===== config.mk =====
export PLATFORM = sky130hd
export DESIGN_NAME = multi_byte_add_seq
export DESIGN_NICKNAME = d
export VERILOG_FILES = /design/src/rtl/multi_byte_add_seq_pkg.sv /design/src/rtl/multi_byte_add_seq_bit_adder.sv /design/src/rtl/multi_byte_add_seq.sv
export SDC_FILE = /design/constraint.sdc
export NUM_CORES = 1
export LEC_CHECK = 0
export ABC_AREA = 1
export BUFFER_PORTS_ARGS = -buffer_cell sky130_fd_sc_hd__buf_2
export CAP_MARGIN = 30
export CORE_MARGIN = 3
export CORE_UTILIZATION = 50
export DETAILED_ROUTE_END_ITERATION = 8
export PLACE_DENSITY = 0.78
export SETUP_SLACK_MARGIN = 0.15
export SYNTH_ARGS = -nofsm -noshare
export SYNTH_HDL_FRONTEND = slang
export SYNTH_SLANG_ARGS = --single-unit

===== constraint.sdc =====
create_clock -name i_clk -period 3.5 [get_ports i_clk]
set_input_delay 0.175 -clock i_clk [delete_from_list [all_inputs] [get_ports i_clk]]
set_output_delay 0.175 -clock i_clk [all_outputs]
set_load 0.005 [all_outputs]

===== src/rtl/multi_byte_add_seq_pkg.sv =====
// Shared definitions for the multi-slice add/subtract sequencer.
// The ALU decode imports this package too.
package multi_byte_add_seq_pkg;

    typedef enum logic [1:0] {
        ST_IDLE = 2'd0,
        ST_RUN  = 2'd1,
        ST_DONE = 2'd2
    } seq_state_e;

    // The half-carry flag reports the carry out of bit 3, which is the carry into this bit.
    localparam int HALF_CARRY_BIT = 4;

endpackage


===== src/rtl/multi_byte_add_seq_bit_adder.sv =====
// Plain DATA_WIDTH-bit ripple adder with carry in/out.
// The sequencer time-shares one instance of it.
module bit_adder #(
    parameter int DATA_WIDTH = 8
) (
    input  logic [DATA_WIDTH-1:0] i_a,
    input  logic [DATA_WIDTH-1:0] i_b,
    input  logic                  i_carry_in,
    output logic [DATA_WIDTH-1:0] o_sum,
    output logic                  o_carry_out
);

    assign {o_carry_out, o_sum} = {1'b0, i_a} + {1'b0, i_b} + {{DATA_WIDTH{1'b0}}, i_carry_in};

endmodule


===== src/rtl/multi_byte_add_seq.sv =====
// Sequencer for a NUM_BYTES*DATA_WIDTH add/subtract. It processes one slice per cycle,
// LSB first, through a single shared bit_adder and produces C, H and Z flags.
module multi_byte_add_seq
    import multi_byte_add_seq_pkg::*;
#(
    parameter int DATA_WIDTH = 8,
    parameter int NUM_BYTES  = 2
) (
    input  logic                           i_clk,
    input  logic                           i_reset_n,
    input  logic                           i_start,
    input  logic                           i_sub,
    input  logic                           i_use_carry,
    input  logic                           i_carry_flag,
    input  logic [DATA_WIDTH*NUM_BYTES-1:0] i_op_a,
    input  logic [DATA_WIDTH*NUM_BYTES-1:0] i_op_b,
    output logic                           o_busy,
    output logic                           o_done,
    output logic [DATA_WIDTH*NUM_BYTES-1:0] o_result,
    output logic                           o_carry,
    output logic                           o_half_carry,
    output logic                           o_zero
);

    localparam int TOTAL_W = DATA_WIDTH * NUM_BYTES;
    localparam int IDX_W   = $clog2(NUM_BYTES);
    localparam logic [IDX_W-1:0] LAST_IDX = IDX_W'(NUM_BYTES - 1);

    seq_state_e           state_q, state_d;
    logic [IDX_W-1:0]     idx_q, idx_d;
    logic                 carry_q, carry_d;
    logic                 sub_q, sub_d;
    logic [TOTAL_W-1:0]   op_a_q, op_a_d;
    logic [TOTAL_W-1:0]   op_b_q, op_b_d;
    logic [TOTAL_W-1:0]   acc_q, acc_d;
    logic [TOTAL_W-1:0]   result_q, result_d;
    logic                 flag_c_q, flag_c_d;
    logic                 flag_h_q, flag_h_d;
    logic                 flag_z_q, flag_z_d;

    logic [DATA_WIDTH-1:0] slice_a;
    logic [DATA_WIDTH-1:0] slice_b;
    logic [DATA_WIDTH-1:0] slice_sum;
    logic                  slice_cout;
    logic                  nibble_carry;
    logic                  incoming_carry;

    assign slice_a = op_a_q[int'(idx_q)*DATA_WIDTH +: DATA_WIDTH];
    assign slice_b = op_b_q[int'(idx_q)*DATA_WIDTH +: DATA_WIDTH] ^ {DATA_WIDTH{sub_q}};

    bit_adder #(
        .DATA_WIDTH (DATA_WIDTH)
    ) u_bit_adder (
        .i_a         (slice_a),
        .i_b         (slice_b),
        .i_carry_in  (carry_q),
        .o_sum       (slice_sum),
        .o_carry_out (slice_cout)
    );

    // The carry into bit 4 equals sum ^ a ^ b at that bit. This matches bit 4 of the low-nibble sum.
    assign nibble_carry = slice_sum[HALF_CARRY_BIT] ^ slice_a[HALF_CARRY_BIT] ^ slice_b[HALF_CARRY_BIT];

    assign incoming_carry = i_use_carry & i_carry_flag;

    always_comb begin
        // NOTE: every signal gets its default first so no path can infer a latch.
        state_d  = state_q;
        idx_d    = idx_q;
        carry_d  = carry_q;
        sub_d    = sub_q;
        op_a_d   = op_a_q;
        op_b_d   = op_b_q;
        acc_d    = acc_q;
        result_d = result_q;
        flag_c_d = flag_c_q;
        flag_h_d = flag_h_q;
        flag_z_d = flag_z_q;

        case (state_q)
            ST_IDLE, ST_DONE: begin
                state_d = ST_IDLE;
                if (i_start) begin
                    state_d = ST_RUN;
                    idx_d   = '0;
                    sub_d   = i_sub;
                    op_a_d  = i_op_a;
                    op_b_d  = i_op_b;
                    // Subtraction is A + ~B + 1, and the +1 is dropped when a borrow comes in.
                    carry_d = i_sub ? ~incoming_carry : incoming_carry;
                end
            end
            ST_RUN: begin
                acc_d[int'(idx_q)*DATA_WIDTH +: DATA_WIDTH] = slice_sum;
                carry_d = slice_cout;
                if (idx_q == LAST_IDX) begin
                    state_d  = ST_DONE;
                    result_d = acc_d;
                    flag_c_d = slice_cout ^ sub_q;
                    flag_h_d = nibble_carry ^ sub_q;
                    flag_z_d = (acc_d == '0);
                end else begin
                    idx_d = idx_q + 1'b1;
                end
            end
            default: state_d = ST_IDLE;
        endcase
    end

    // NOTE: operand and accumulator registers are reset as well. A reset leaves no stale operation state behind.
    always_ff @(posedge i_clk or negedge i_reset_n) begin
        if (!i_reset_n) begin
            state_q  <= ST_IDLE;
            idx_q    <= '0;
            carry_q  <= 1'b0;
            sub_q    <= 1'b0;
            op_a_q   <= '0;
            op_b_q   <= '0;
            acc_q    <= '0;
            result_q <= '0;
            flag_c_q <= 1'b0;
            flag_h_q <= 1'b0;
            flag_z_q <= 1'b0;
        end else begin
            state_q  <= state_d;
            idx_q    <= idx_d;
            carry_q  <= carry_d;
            sub_q    <= sub_d;
            op_a_q   <= op_a_d;
            op_b_q   <= op_b_d;
            acc_q    <= acc_d;
            result_q <= result_d;
            flag_c_q <= flag_c_d;
            flag_h_q <= flag_h_d;
            flag_z_q <= flag_z_d;
        end
    end

    assign o_busy       = (state_q == ST_RUN);
    assign o_done       = (state_q == ST_DONE);
    assign o_result     = result_q;
    assign o_carry      = flag_c_q;
    assign o_half_carry = flag_h_q;
    assign o_zero       = flag_z_q;

endmodule


==> metrics.txt, run 1 <==
result of the run finished, final reports clean; fraction of final layout cells sized beyond drive strength 1 between 10% and 20%; share of synthesized area occupied by flip-flops and latches about 49%; slowest cell on the critical path fa_1; routed vias ~2800; share of synthesized registers carrying an async set or reset 100.0%; fraction of the mapped netlist area in compound gates 4.321%; number of synthesized flops with an enable pin 0; total clock buffers created by CTS 9; hold violation total from the final report 0; CP dominant cell by count nand2_1; Top FF cell, synth dfrtp_1; worst hold margin just under 0.02 ns; total area of multi-input combinational cells between 1000 and 1500 sq um; cell area after layout around 3800 sq um; mux cell area share after synthesis 0%; final worst-path cycle share roughly three quarters; largest net degree at the start of global routing 36; Post-Synth Simple-Gate Area between 30% and 40%; worst path arrival time between 2 and 3 ns; most used routing layer met2; placeable core region roughly 6000 sq um; register bit total from synthesis between 60 and 70; clk_lat worst skew about 0.34 ns; number of global-route vias before repair between 2000 and 3000; Critical Path, Cell by Cell inv_2 > nand2_1 > nand2_1 > xor2_1 > fa_1 > inv_1 > fa_1 > inv_1 > nand2_1 > nand2_1 > nand3_1 > nand2_1 > nand2_1 > and2_1 > nand2_1 > nand2_1; GRT Total Usage 20.85%; floorplan die area about 7600 sq um; Avg WL per Cell 12.25 microns; Vert. Die Dim between 80 and 90 microns; global route total overflow 0; sequential cell area in the final layout roughly 1600 sq um; overall routed net length ~6900 microns; Global Route met1 Usage about 28%; count of cell types in the netlist 31; final setup violation count 0; launching element type of the critical path register; share of the synthesized area in the top cell type a little under 50%; Crit. End Element register; Final ANT Viol Nets 0; Crit Path Category reg -> reg; first-pass detailed-route iteration total 4; Post-Route Setup TNS 0 ns; post-synthesis adder-cell area fraction under 10%; Max Cap Violations 0; via density per instance 4.946; endpoint required time on the critical path 3.74 ns; largest family of logic cells by synthesized area simple AND/OR/NAND/NOR gates; leading area contributor after synthesis dfrtp_1; cell count after placement 545; Final Max Slew Viols 0; count of input and output buffers 58; post-synthesis xor/xnor area fraction just under 3%; transition at the pin with the smallest max-transition slack 0.7532 ns; Die Wd slightly below 90 microns; Placement Rows 28; number of DRC violations after detailed-routing iteration 0 around 160; most common cell after layout, fill and taps aside nand2_1; worst slew margin relative to its limit between 40 and 50%; final setup skew 0.006643 ns; critical path's largest stage delay 0.39 ns; weighted congestion at the end of routability-driven global placement 0.9139; Net Count, Synth 470; non-filler instance count after layout 560; cell area after placement between 3000 and 4000 sq um; HPWL Detailed 5092 microns; drt drc 0; top library cells by usage in the layout, fill and taps aside 213 x nand2_1, 64 x dfrtp_1, 58 x buf_2; final critical-path required period between 2 and 3 ns; effective utilization at floorplan 53.37%; maximum buffer depth of the clock tree 2; class of the most critical hold timing path in -> reg; worst setup path startpoint idx_q; Critical R2R Launch idx_q; fill count 580; Mapped Cells between 400 and 500; depth of the CTS H-tree 3; startpoint of the most critical hold path i_op_b[15]; synth warn 0; wire length of the first global-routing pass around 12000 microns; RSZ-0062 raised after global routing no; initial antenna violation count 0; CTS tree yes; highest achievable clock rate 0.3894 GHz; mean instance size in the synthesized netlist 7.735 sq um; total clock sinks 64; biggest area contributors in the synthesized netlist dfrtp_1 49%, nand2_1 24%, inv_1 3.7%; Reg clk slew, reported paths around 0.070 ns; worst-path maximum fanout 17; # resized after CTS 0; GRT met2 Usage about 32%; final net count 529; Top Ports a little under 60; met3 Resource Use GR 6.339%; layout overhead on the synthesized area 14.95%; diode insertion count for antenna repair 0; buffers inserted during post-CTS setup optimization 0; buffer type at the clock tree root clkbuf_8; combined area of all synthesized cells 3272 sq um
==> kinds of logic (layout without fill, tap and decap cells) <==
kind of cell | count (synthesis) | count (layout)
AO/OA/AOI/OAI | 27 | 27
XOR/XNOR | 11 | 11
adder cells (fa/ha/maj) | 9 | 9
buffers and inverters | 51 | 113
flip-flops | 64 | 64
AND/OR/NAND/NOR | 261 | 261
==> area by class of cell <==
cell class	count	share of cell area [%]
multi-input combinational	308	38.39
clock inverter	4	0.5988
tap	75	2.495
clock buffer	10	3.659
inverter	37	3.693
timing repair buffer	62	8.583
sequential	64	42.58
==> flip-flops by register name, summed over array words and instances (netlist names) <==
| register | cells |
|---|---|
| acc_q | 8 |
| carry_q | 1 |
| idx_q | 1 |
| o_carry | 1 |
| o_half_carry | 1 |
| o_result | 16 |
| o_zero | 1 |
| op_a_q | 16 |
| op_b_q | 16 |
| state_q | 2 |
| sub_q | 1 |
==> metrics by stage <==
stage,util [%],worst slack [ns]
6_report,61.35,0.9317
5_1_grt,61.35,0.6320
4_1_cts,61.35,0.9445
3_5_place_dp,58.57,0.9466
3_3_place_gp,58.57,1.061
2_1_floorplan,-,1.049
==> synth_stat cells, types with 2 or more instances <==
library cell,count
o21ai_0,12
inv_2,4
dfrtp_1,64
xor2_1,10
a21oi_1,9
nor2_1,13
ha_1,7
nor3_1,2
nand2_1,213
buf_6,3
nand3_1,19
inv_1,32
clkbuf_1,2
nand2_2,5
buf_2,7
fa_1,2
nor2_8,2
o21ai_1,4
==> timing repair <==
| action | 4_1_cts | 5_1_grt |
|---|---|---|
| hold buffers | 1 | 0 |
| setup endpoints to repair | 0 | 0 |
| endpoints found under the hold margin | 33 | 0 |
==> critical path: cells and delay by family (launching register included) <==
kind | cells | cell delay (ns)
adder cells (fa/ha/maj) | 2 | 0.64
buffers and inverters | 3 | 0.45
AND/OR/NAND/NOR | 10 | 0.81
XOR/XNOR | 1 | 0.19
flip-flops | 1 | 0.38
==> path summary, 6_finish.rpt <==
path                                 to  depth (start not counted)  slack [ns]
hold / removal               op_b_q[15]                          3        0.02
hold reg to reg             o_result[7]                          2        0.47
setup / recovery           o_result[14]                         16        0.93
max in group asynchronous     op_b_q[3]                          3        2.19
min in group asynchronous   o_result[2]                          2        0.44
setup reg to reg           o_result[14]                         16        0.93
==> routing by layer <==
| layer | wire, microns | vias up | share of wire (%) |
|---|---|---|---|
| met5 | 0 | - | 0 |
| li1 | - | 1415 | - |
| met3 | 419 | 10 | 6.1 |
| met4 | 114 | 0 | 1.7 |
| met1 | 3113 | 1269 | 45 |
| met2 | 3214 | 76 | 47 |
Power of run 1 is left out: the tool's default activity adds up to more than one toggle a clock period on the data nets, which glitch-free logic cannot reach.
==> inputs of run 2 (changes only) <==
--- a/config.mk
+++ b/config.mk
@@ -5,7 +5,7 @@
 export SDC_FILE = /design/constraint.sdc
 export NUM_CORES = 1
 export LEC_CHECK = 0
-export ABC_AREA = 1
+export ABC_AREA = 0
 export BUFFER_PORTS_ARGS = -buffer_cell sky130_fd_sc_hd__buf_2
 export CAP_MARGIN = 30
 export CORE_MARGIN = 3
==> constraint.sdc (replaced) <==
create_clock -name i_clk -period 2.6 [get_ports i_clk]
set_input_delay 0.13 -clock i_clk [delete_from_list [all_inputs] [get_ports i_clk]]
set_output_delay 0.13 -clock i_clk [all_outputs]
set_load 0.005 [all_outputs]
==> metrics.txt, run 2 <==
final setup violation count 0 (unchanged); Crit. End Element register; met3 Resource Use GR 5.049% (-1.3 points); Global Route met1 Usage 27.76% (-0.075 points); Vert. Die Dim 85.18 microns (-2.0%); placeable core region 5991 sq um (-2.3%); total clock buffers created by CTS 9 (unchanged); Reg clk slew, reported paths 0.07 ns (about the same); minimum setup slack among reg-to-reg paths 0.1 ns (-0.84 ns); diode insertion count for antenna repair 0 (unchanged); maximum buffer depth of the clock tree 2 (unchanged); Final Max Slew Viols 0 (unchanged); non-filler instance count after layout 527 (-5.9%); drt drc 0 (unchanged); Net Count, Synth 387 (-18%); Max Cap Violations 0 (unchanged); launching element type of the critical path register; Die Wd 85.18 microns (-2.0%); sequential cell area in the final layout 1603 sq um (about the same); cells on worst reg2reg path 9 (-7); worst slew margin relative to its limit 47.72% (-2.1 points); worst path arrival time 2.76 ns (-0.05 ns); combined area of all synthesized cells 3134 sq um (-4.2%); cell area after placement 3583 sq um (-0.21%); result of the run finished, final reports clean; Critical R2R Launch idx_q; share of synthesized registers carrying an async set or reset 100.0% (unchanged); GRT met2 Usage 37.85% (+5.6 points); share of synthesized area occupied by flip-flops and latches 51.10% (+2.1 points); effective utilization at floorplan 52.32% (-1.0 points); mean instance size in the synthesized netlist 9.218 sq um (+19%); first-pass detailed-route iteration total 4 (unchanged); top library cells by usage in the layout, fill and taps aside 148 x nand2_1, 63 x dfrtp_1, 58 x buf_2; RSZ-0062 raised after global routing yes; final worst-path cycle share 96.28% (+23 points); slowest cell on the critical path dfrtp_2; number of DRC violations after detailed-routing iteration 0 92 (-44%); worst setup path startpoint idx_q; CTS tree yes; depth of the CTS H-tree 3 (unchanged); register bit total from synthesis 64 (unchanged); Placement Rows 28 (unchanged); Crit Path Category reg -> reg; floorplan die area 7255 sq um (-3.9%); endpoint required time on the critical path 2.86 ns (-0.88 ns); routed vias 2614 (-5.6%); synth warn 0 (unchanged); fraction of final layout cells sized beyond drive strength 1 29.65% (+11 points); wire length of the first global-routing pass 12670 microns (+3.3%); transition at the pin with the smallest max-transition slack 0.7843 ns (+0.03101 ns); leading area contributor after synthesis dfrtp_1; count of input and output buffers 58 (unchanged); final setup skew 0.006907 ns (+0.0002642 ns); most common cell after layout, fill and taps aside nand2_1; worst-path maximum fanout 6 (-11); Top Ports 59 (unchanged); Post-synth top cells 148 x nand2_1, 64 x dfrtp_1, 14 x clkbuf_1; total clock sinks 64 (unchanged); number of cells on the critical path 9 (-7); overall routed net length 7232 microns (+5.4%); class of the most critical hold timing path in -> reg; layout overhead on the synthesized area 36.81%; buffer type at the clock tree root clkbuf_8; cell count after placement 468 (-14%); final net count 494 (-6.6%); Final ANT Viol Nets 0 (unchanged); clk_lat worst skew 0.35 ns (about the same); Critical Path, Cell by Cell buf_12 > mux2_4 > fa_2 > buf_4 > a211oi_4 > nor3_2 > mux2i_2 > or2_1 > o31ai_2; cell area after layout 4288 sq um (+14%); total area of multi-input combinational cells 1549 sq um (+7.3%); weighted congestion at the end of routability-driven global placement 0.8603 (-5.9%); HPWL Detailed 4873 microns (-4.3%); Top FF cell, synth dfrtp_1; fill count 429 (-26%); global route total overflow 0 (unchanged); share of the synthesized area in the top cell type 51.10% (+2.1 points); number of global-route vias before repair 2716 (+0.97%); highest achievable clock rate 0.3995 GHz (+2.6%); critical register-to-register path endpoint o_zero; most used routing layer met2; GRT Total Usage 22.62% (+1.8 points); number of buffers and inverters on the critical path 2 (-1); largest net degree at the start of global routing 34 (-5.6%); Mapped Cells 340 (-20%); biggest area contributors in the synthesized netlist dfrtp_1 51%, nand2_1 18%, xnor2_1 3.1%; Top delay family on crit path compound AO/OA/AOI/OAI gates; library cell with the highest instance count after synthesis nand2_1; hold violation total from the final report 0 (unchanged); initial antenna violation count 0 (unchanged); number of synthesized flops with an enable pin 0 (unchanged); final critical-path required period 2.503 ns (-0.06492 ns); count of cell types in the netlist 43 (+39%); capturing instance or port of the critical path o_zero; via density per instance 4.960 (+0.28%); Avg WL per Cell 13.72 microns (+12%); critical path's largest stage delay 0.44 ns (+0.05 ns)
==> run 2: cell types whose count changed after synthesis, moves of 9 or more <==
cell,before,now
nand3_1,19,1
clkbuf_1,2,14
nand2_1,213,148
o21ai_1,4,13
o21ai_0,12,2
mux2i_1,0,9
inv_1,32,4
xnor2_1,1,11
==> run 2: timing repair <==
action	CTS	global route
resized for setup	9	10
hold buffers	34	0
hold endpoints to repair	65	0
setup endpoints to repair	8	12
pin swaps	10	11
buffers inserted	6	3
==> run 2: worst min-delay path: stages <==
cell	delay (ns)
buf_2	0.09
nor2b_2	0.14
o21ai_0	0.08
==> run 2: cell type report <==
cell class	count	share of cell area, %
inverters	6	0.5252
flip-flops and latches	64	37.38
clock buffers	13	3.706
repair buffers	114	19.14
multi-input cells	252	36.13
well taps	75	2.189
clock inverters	3	0.9338
==> run 2: worst min path at each step <==
stage	cells after the start	slack, ns	end	from
6_report	3	0.14	idx_q	i_start
5_1_grt	3	0.17	idx_q	i_start
4_1_cts	3	0.13	idx_q	i_start
3_5_place_dp	1	0.26	o_result[2]	i_reset_n
3_3_place_gp	1	0.23	o_result[2]	i_reset_n
2_1_floorplan	0	-0.17	acc_q[0]	i_reset_n
==> run 2: logic make-up (layout without fill, tap and decap cells) <==
family / count (synthesis) / count (layout) / share of synthesized area (%)
AND/OR/NAND/NOR: 173 / 173 / 22.32
flip-flops: 64 / 64 / 51.10
AO/OA/AOI/OAI: 37 / 37 / 8.981
buffers and inverters: 24 / 136 / 3.233
multiplexers: 18 / 18 / 6.108
XOR/XNOR: 15 / 15 / 4.191
adder cells (fa/ha/maj): 9 / 9 / 4.072
==> run 2: metal layers <==
| layer | share of wire [%] | vias up |
|---|---|---|
| li1 | - | 1311 |
| met1 | 44 | 1226 |
| met2 | 49 | 62 |
| met3 | 4.6 | 15 |
| met4 | 2.4 | 0 |
| met5 | 0 | - |
==> run 2: stage by stage <==
stage / setup TNS, ns / setup WS, ns / hold slack [ns] / utilization (%)
3_5_place_dp: -0.005027 / -0.005027 / 0.2568 / 59.82
2_1_floorplan: -0.002767 / -0.002767 / -0.1656 / -
3_3_place_gp: 0 / 0.05345 / 0.2329 / 59.82
5_1_grt: -0.08084 / -0.03064 / 0.1725 / 71.57
6_report: 0 / 0.09661 / 0.1371 / 71.57
4_1_cts: 0 / 0.07550 / 0.1280 / 70.38
Power of run 2 is left out for the same reason.
